**config.mk**
```make
export PLATFORM = sky130hd
export DESIGN_NAME = shift_right_align_pipe
export DESIGN_NICKNAME = d
export VERILOG_FILES = /design/src/rtl/fp_align_pkg.sv /design/src/rtl/shift_right_align_pipe_level.sv /design/src/rtl/shift_right_align_pipe.sv
export SDC_FILE = /design/constraint.sdc
export NUM_CORES = 1
export LEC_CHECK = 0
export CORE_AREA = 2 2 137 139
export CTS_CLUSTER_DIAMETER = 40
export DETAILED_ROUTE_END_ITERATION = 12
export DIE_AREA = 0 0 139 141
export PLACE_DENSITY = 0.7
export SLEW_MARGIN = 20
export SYNTH_ARGS = -nofsm -noshare
export SYNTH_HDL_FRONTEND = slang
export SYNTH_SLANG_ARGS = --single-unit
```
**constraint.sdc**
```tcl
create_clock -name clk -period 2.75 [get_ports clk]
set_clock_uncertainty 0.1 [all_clocks]
set_input_delay 0.55 -clock clk [delete_from_list [all_inputs] [get_ports clk]]
set_output_delay 0.55 -clock clk [all_outputs]
set_load 0.01 [all_outputs]
```
**src/rtl/fp_align_pkg.sv**
```systemverilog
// fp_align_pkg
// Shared constants and width-derivation helpers for the FP alignment
// shifter. DATA_W is the aligned significand width {hidden, mantissa,
// extension bits}; LEVELS is the number of barrel levels needed to cover
// every shift amount below DATA_W. Bit STICKY_IDX of the aligned word is
// always the sticky bit.
package fp_align_pkg;

  localparam int DEF_MANT_W  = 23;
  localparam int DEF_EXT_W   = 3;
  localparam int DEF_SHIFT_W = 8;
  localparam int DEF_TAG_W   = 4;
  localparam int STICKY_IDX  = 0;

  // Aligned significand width: hidden bit + stored mantissa + extension bits.
  function automatic int calc_data_w(input int mant_w, input int ext_w);
    return mant_w + 1 + ext_w;
  endfunction

  // Ceiling log2: smallest l with 2^l >= w.
  function automatic int calc_levels(input int w);
    int l;
    l = 0;
    for (int i = 0; i < 32; i++) begin
      if ((1 << l) < w) l = l + 1;
    end
    return l;
  endfunction

endpackage

```
**src/rtl/shift_right_align_pipe_level.sv**
```systemverilog
// shift_right_level
// One registered barrel level of the alignment shifter. When the level's
// shift bit is set (and the op is not already saturated) the word moves
// right by 2^SHIFT_POS places and every 1 that falls off the bottom is
// ORed into the running sticky flag. Shift, saturation flag, tag and valid
// travel alongside the data.
// Ports:
//   clk, rst_n             clock, synchronous active-low reset
//   enable                 advance the register (0 = hold, pipeline stall)
//   valid/data/sticky/shift/sat/tag _in   values from the previous stage
//   valid/data/sticky/shift/sat/tag _out  registered values of this stage
module shift_right_level #(
  parameter int DATA_W     = 27,
  parameter int SHIFT_POS  = 0,
  parameter int SHIFT_BITS = 5,
  parameter int TAG_W      = 4
) (
  input  logic                  clk,
  input  logic                  rst_n,
  input  logic                  enable,
  input  logic                  valid_in,
  input  logic [DATA_W-1:0]     data_in,
  input  logic                  sticky_in,
  input  logic [SHIFT_BITS-1:0] shift_in,
  input  logic                  sat_in,
  input  logic [TAG_W-1:0]      tag_in,
  output logic                  valid_out,
  output logic [DATA_W-1:0]     data_out,
  output logic                  sticky_out,
  output logic [SHIFT_BITS-1:0] shift_out,
  output logic                  sat_out,
  output logic [TAG_W-1:0]      tag_out
);

  localparam int AMT = 1 << SHIFT_POS;

  logic                  valid_q, valid_d;
  logic [DATA_W-1:0]     data_q, data_d;
  logic                  sticky_q, sticky_d;
  logic [SHIFT_BITS-1:0] shift_q, shift_d;
  logic                  sat_q, sat_d;
  logic [TAG_W-1:0]      tag_q, tag_d;

  // Next-state: hold everything on a stall, otherwise load the previous
  // stage and apply this level's shift. Saturated ops already carry
  // zero data and their final sticky, so the shift is skipped for them.
  always_comb begin
    valid_d  = valid_q;
    data_d   = data_q;
    sticky_d = sticky_q;
    shift_d  = shift_q;
    sat_d    = sat_q;
    tag_d    = tag_q;
    if (enable) begin
      valid_d  = valid_in;
      data_d   = data_in;
      sticky_d = sticky_in;
      shift_d  = shift_in;
      sat_d    = sat_in;
      tag_d    = tag_in;
      if (shift_in[SHIFT_POS] && !sat_in) begin
        data_d   = data_in >> AMT;
        sticky_d = sticky_in | (|data_in[AMT-1:0]);
      end
    end
  end

  // Stage register; reset wipes the op so nothing in flight survives.
  always_ff @(posedge clk) begin
    if (!rst_n) begin
      valid_q  <= 1'b0;
      data_q   <= '0;
      sticky_q <= 1'b0;
      shift_q  <= '0;
      sat_q    <= 1'b0;
      tag_q    <= '0;
    end else begin
      valid_q  <= valid_d;
      data_q   <= data_d;
      sticky_q <= sticky_d;
      shift_q  <= shift_d;
      sat_q    <= sat_d;
      tag_q    <= tag_d;
    end
  end

  assign valid_out  = valid_q;
  assign data_out   = data_q;
  assign sticky_out = sticky_q;
  assign shift_out  = shift_q;
  assign sat_out    = sat_q;
  assign tag_out    = tag_q;

endmodule

```
**src/rtl/shift_right_align_pipe.sv**
```systemverilog
// shift_right_align_pipe
// Pipelined right-shift alignment unit for the FP add/sub datapath. Each op
// builds {hidden, mantissa, EXT_W zeros}, is shifted right by in_shift, and
// every shifted-out 1 is folded into the sticky LSB. One barrel level per
// pipeline register, LEVELS cycles of latency, 1 op/cycle throughput, and a
// global stall when the output is valid but not accepted.
// Ports:
//   clk, rst_n                    clock, synchronous active-low reset
//   in_valid / in_ready           input handshake (in_ready = !stall)
//   in_shift, in_mant, in_hidden  shift amount and significand fields
//   in_tag                        sideband carried with the op
//   out_valid / out_ready         output handshake
//   out_result                    aligned significand, bit 0 = sticky
//   out_tag                       tag of the op in out_result
module shift_right_align_pipe
  import fp_align_pkg::*;
#(
  parameter int MANT_W  = DEF_MANT_W,
  parameter int EXT_W   = DEF_EXT_W,
  parameter int SHIFT_W = DEF_SHIFT_W,
  parameter int TAG_W   = DEF_TAG_W,
  localparam int DATA_W = calc_data_w(MANT_W, EXT_W),
  localparam int LEVELS = calc_levels(DATA_W)
) (
  input  logic               clk,
  input  logic               rst_n,
  input  logic               in_valid,
  output logic               in_ready,
  input  logic [SHIFT_W-1:0] in_shift,
  input  logic [MANT_W-1:0]  in_mant,
  input  logic               in_hidden,
  input  logic [TAG_W-1:0]   in_tag,
  output logic               out_valid,
  input  logic               out_ready,
  output logic [DATA_W-1:0]  out_result,
  output logic [TAG_W-1:0]   out_tag
);

  logic              stall;
  logic              cap_sat;
  logic              cap_sticky;
  logic [DATA_W-1:0] cap_data;

  logic              valid_s  [LEVELS];
  logic [DATA_W-1:0] data_s   [LEVELS];
  logic              sticky_s [LEVELS];
  logic [LEVELS-1:0] shift_s  [LEVELS];
  logic              sat_s    [LEVELS];
  logic [TAG_W-1:0]  tag_s    [LEVELS];

  // Every stage holds together while the finished op waits downstream.
  assign stall    = out_valid && !out_ready;
  assign in_ready = !stall;

  // Capture: build the unshifted format. Shift amounts with any bit at or
  // above LEVELS set are saturated here, since the barrel cannot express
  // them; the word becomes 0 and sticky records whether anything was there.
  // Bubbles are captured as all-zero so idle inputs cannot leak into sticky.
  always_comb begin
    cap_sat = 1'b0;
    for (int i = LEVELS; i < SHIFT_W; i++) begin
      cap_sat = cap_sat | in_shift[i];
    end
    cap_data   = {in_hidden, in_mant, {EXT_W{1'b0}}};
    cap_sticky = 1'b0;
    if (!in_valid) begin
      cap_data = '0;
    end else if (cap_sat) begin
      cap_sticky = |cap_data;
      cap_data   = '0;
    end
  end

  // Barrel chain: level k shifts by 2^k and registers the result.
  for (genvar k = 0; k < LEVELS; k++) begin : g_lvl
    logic              v_in;
    logic [DATA_W-1:0] d_in;
    logic              st_in;
    logic [LEVELS-1:0] sh_in;
    logic              sat_in;
    logic [TAG_W-1:0]  t_in;

    if (k == 0) begin : g_src
      assign v_in   = in_valid;
      assign d_in   = cap_data;
      assign st_in  = cap_sticky;
      assign sh_in  = in_shift[LEVELS-1:0];
      assign sat_in = cap_sat;
      assign t_in   = in_tag;
    end else begin : g_src
      assign v_in   = valid_s[k-1];
      assign d_in   = data_s[k-1];
      assign st_in  = sticky_s[k-1];
      assign sh_in  = shift_s[k-1];
      assign sat_in = sat_s[k-1];
      assign t_in   = tag_s[k-1];
    end

    shift_right_level #(
      .DATA_W    (DATA_W),
      .SHIFT_POS (k),
      .SHIFT_BITS(LEVELS),
      .TAG_W     (TAG_W)
    ) u_level (
      .clk       (clk),
      .rst_n     (rst_n),
      .enable    (!stall),
      .valid_in  (v_in),
      .data_in   (d_in),
      .sticky_in (st_in),
      .shift_in  (sh_in),
      .sat_in    (sat_in),
      .tag_in    (t_in),
      .valid_out (valid_s[k]),
      .data_out  (data_s[k]),
      .sticky_out(sticky_s[k]),
      .shift_out (shift_s[k]),
      .sat_out   (sat_s[k]),
      .tag_out   (tag_s[k])
    );
  end

  // The last stage's shift and saturation flags have no consumer.
  logic unused_tail;
  assign unused_tail = sat_s[LEVELS-1] ^ (^shift_s[LEVELS-1]);

  // Sticky is merged into the LSB only at the output.
  assign out_valid  = valid_s[LEVELS-1];
  assign out_result = {data_s[LEVELS-1][DATA_W-1:1],
                       data_s[LEVELS-1][STICKY_IDX] | sticky_s[LEVELS-1]};
  assign out_tag    = tag_s[LEVELS-1];

endmodule
```
==> key figures, run 1 <==
Status
  • Status: finished, final reports clean

Clock network
  • Root Driver: clkbuf_16
  • CTS Sinks: roughly 180
  • CTS Buffer Depth: 2
  • Total clock buffers created by CTS: 17
  • Post-CTS Hold Buffers: 0
  • Resized cells post-CTS: 0
  • CTS tree: yes
  • Clock-pin slew on the worst setup and hold paths: 0.06 ns
  • CTS H-Tree Depth: 4
  • Skew-Pair Late Insertion Delay: 0.43 ns
  • # Post-CTS Setup Buffers: 0

Synth
  • Ys flop type: dfxtp_1
  • Synth Cell Area: between 7000 and 8000 um2
  • Synth Net Count: around 850
  • Synth warn: 0
  • Post-synthesis area per instance: 9.73 um2
  • Area contributors post-synth: dfxtp_1 (45%), o211a_1 (9.8%), mux2i_1 (9.7%), nand2_1 (7.6%), buf_4 (3.7%)
  • Cell taking the most area after synthesis: dfxtp_1
  • Async set-reset flop share out of synthesis: 0
  • Yosys reg bits: 177
  • Synth top area share: 0.452
  • Cells after Synth: 806
  • Library cells used by synthesis: 38
  • Sequential-to-total area share from yosys stat: 0.452
  • Post-synth EDFFs: 0

Pwr
  • Leakage: 4.03 nW
  • VDD IR max: 0.491 mV
  • Pwr Density: ~620 nW/um2

Cells and area
  • Antenna fix cells: 0
  • Share of cells above drive strength 1: 0.0727
  • Multi-input gate area: around 3600 um2
  • P&R area growth vs syn: 13.7%
  • Non-Filler Instances: 1,059
  • Nets: 852
  • Filler cell count: 1,759
  • Reg area: between 3000 and 4000 um2

Detailed routing
  • Routed wl met3: 492 um
  • Post-DRT Antenna Nets: 0
  • Vias per inst: 5.34
  • Detail Route met2 WL: 6970 um
  • First-pass DRT Iterations: 7
  • WL met1: 7910 um
  • Vias: ~5,700
  • Initial DRC count: ~440
  • Final wirelength: 15,600 um
  • Max Used Layer: met4
  • Wire per inst: 14.7 um
  • Drc violations: 0

Floorplanning
  • Die width: approximately 140 um
  • Core area: 18,300 um2
  • Die height: between 100 and 150 um
  • Std cell rows: 50
  • Die Area: 19,600 um2
  • I/O pin count: 73
  • Starting Density: 0.429

Setup path
  • Crit path required time: 2.10 ns
  • Worst setup path class: primary input to output port
  • Startpoint Class: primary input
  • Flop2flop setup slack: around 0.9 ns
  • Critical Path AT: 1.76 ns
  • Critical Path Fanout Max: 2
  • Worst reg2reg startpoint: g_lvl[4].u_level.valid_out
  • Worst flop-to-flop path endpoint: g_lvl[2].u_level.data_out[15]
  • Crit end category: output port
  • Worst reg-to-reg path cell count: 5

Placed design
  • Dpl cells: 1,027
  • HPWL Detailed: 10,100 um
  • # port buffers: 72
  • GPL Wtd Cong: 0.810
  • Pre-CTS setup slack: between 0.2 and 0.3 ns

GRT
  • Grt ovf: 0
  • Number of global-route vias before repair: 5,271
  • Initial antenna violation count: 0
  • First-pass GRT wire length: about 26,000 um
  • Total track usage: 0.164
  • Pin count of the biggest net entering global routing: 227

Timing
  • RSZ-0062 raised after global routing: false
  • # setup viols final: 0
  • Setup TNS: 0 ns
  • Slew Viols, Final: 0
  • Final hold violations: 0
  • Slew margin rel.: 0.376
  • Least-Margin Pin Slew: between 0.9 and 1 ns
  • Final worst path period share: 0.877
  • Min cycle time layout: 2.41 ns
  • Setup ws final: 0.338 ns
  • Fmax: 415 MHz

Hold path
  • Hold Crit Depth: 2
  • Startpoint of the worst hold path: g_lvl[3].u_level.sat_out
  • Hold Crit Class: register to register
  • Hold Path End: g_lvl[3].u_level.sat_out

Run
  • Maximum capacitance violations: 0
final cells by class:
type / instances / area share
clock buffer: 19 / 0.0508
multi-input combinational: 529 / 0.401
inverter: 1 / 0.000982
sequential: 177 / 0.397
timing repair buffer: 86 / 0.0965
clock inverter: 13 / 0.0205
tap: 234 / 0.0328
worst max path at each step:
stage,start,end,slack (ns),cells after the start
after floorplan,out_ready,in_ready,0.97,5
after global placement,out_ready,in_ready,0.31,4
after detailed placement,out_ready,in_ready,0.29,4
after CTS,out_ready,in_ready,0.29,4
after global routing,out_ready,in_ready,0.28,4
final,out_ready,in_ready,0.34,4
cells in the final DEF (no fill, tap or decap), types with 2 or more instances in the layout:
cell             netlist  routed
buf_4                 39      12
nor2b_2                1       3
bufinv_16              0       4
a21oi_1                6       6
clkinv_2               0       3
a221oi_1              23      23
o211a_1               77      77
nor4_1                12      12
nand3_1                4       4
nand2_1              159     159
clkdlybuf4s50_1        0      71
a22oi_1               30      30
mux2i_1               76      76
a21boi_2               2       2
o21ai_1                4       4
buf_12                 1       3
nor2_1                26      26
dfxtp_1              177     177
nor2b_1               33      31
clkinvlp_4             0       4
o21ai_0               22      22
a21boi_0              12      12
clkbuf_8               0       2
nand4_1                2       2
inv_6                  0       2
clkbuf_16              0      17
a21boi_1              28      28
Yosys cell counts (13+ instances only):
cell      instances
mux2i_1          76
a221oi_1         23
o211a_1          77
clkbuf_1         19
nor2_1           26
a21boi_1         28
buf_2            13
buf_4            39
nor2b_1          33
o21ai_0          22
dfxtp_1         177
buf_6            20
nand2_1         159
a22oi_1          30
flip-flops by register name (all words and copies together) (netlist names):
register and count:
g_lvl.u_level.valid_out 5, g_lvl.u_level.shift_out 10, g_lvl.u_level.tag_out 20, g_lvl.u_level.sticky_out 5, g_lvl.u_level.data_out 133, g_lvl.u_level.sat_out 4
worst max-delay path, cell delays in order:
cell and delay (ns):
clkdlybuf4s50_1 0.44, nor2b_4 0.21, inv_6 0.05, clkdlybuf4s50_1 0.51
layer usage:
layer,track usage,vias up
met4,0.0553,0
met1,0.232,2684
met5,0,-
met2,0.247,104
li1,-,2855
met3,0.0394,16
report_power, final:
part           switching (mW)  internal, mW
Combinational           0.138         0.147
Clock                   0.994          1.57
Sequential             0.0303          2.61
Total                    1.16          4.32
stage by stage:
| step | cell area, um2 | util | hold slack (ns) | total power, mW |
|---|---|---|---|---|
| 2_1_floorplan | 7840 | - | 0.326 | 2.88 |
| 3_3_place_gp | 8280 | 0.453 | 0.335 | 2.98 |
| 3_5_place_dp | 8280 | 0.453 | 0.342 | 2.98 |
| 4_1_cts | 8920 | 0.488 | 0.351 | 5.54 |
| 5_1_grt | 8920 | 0.488 | 0.368 | 5.68 |
| 6_report | 8920 | 0.488 | 0.348 | 5.49 |
kinds of logic (layout without fill, tap and decap cells):
group	after synthesis	in the layout	synth area share
flops	177	177	0.452
simple gates	247	247	0.142
mux	76	76	0.0970
compound gates	206	206	0.216
buf+inv	100	119	0.0927
No activity file was read; power rests on OpenSTA's default activity.
==> run 2: changes to the inputs <==
- CTS_CLUSTER_SIZE: unset -> 40
==> results of run 2 <==
The final DEF is identical to that of run 1; final timing and power are the same.
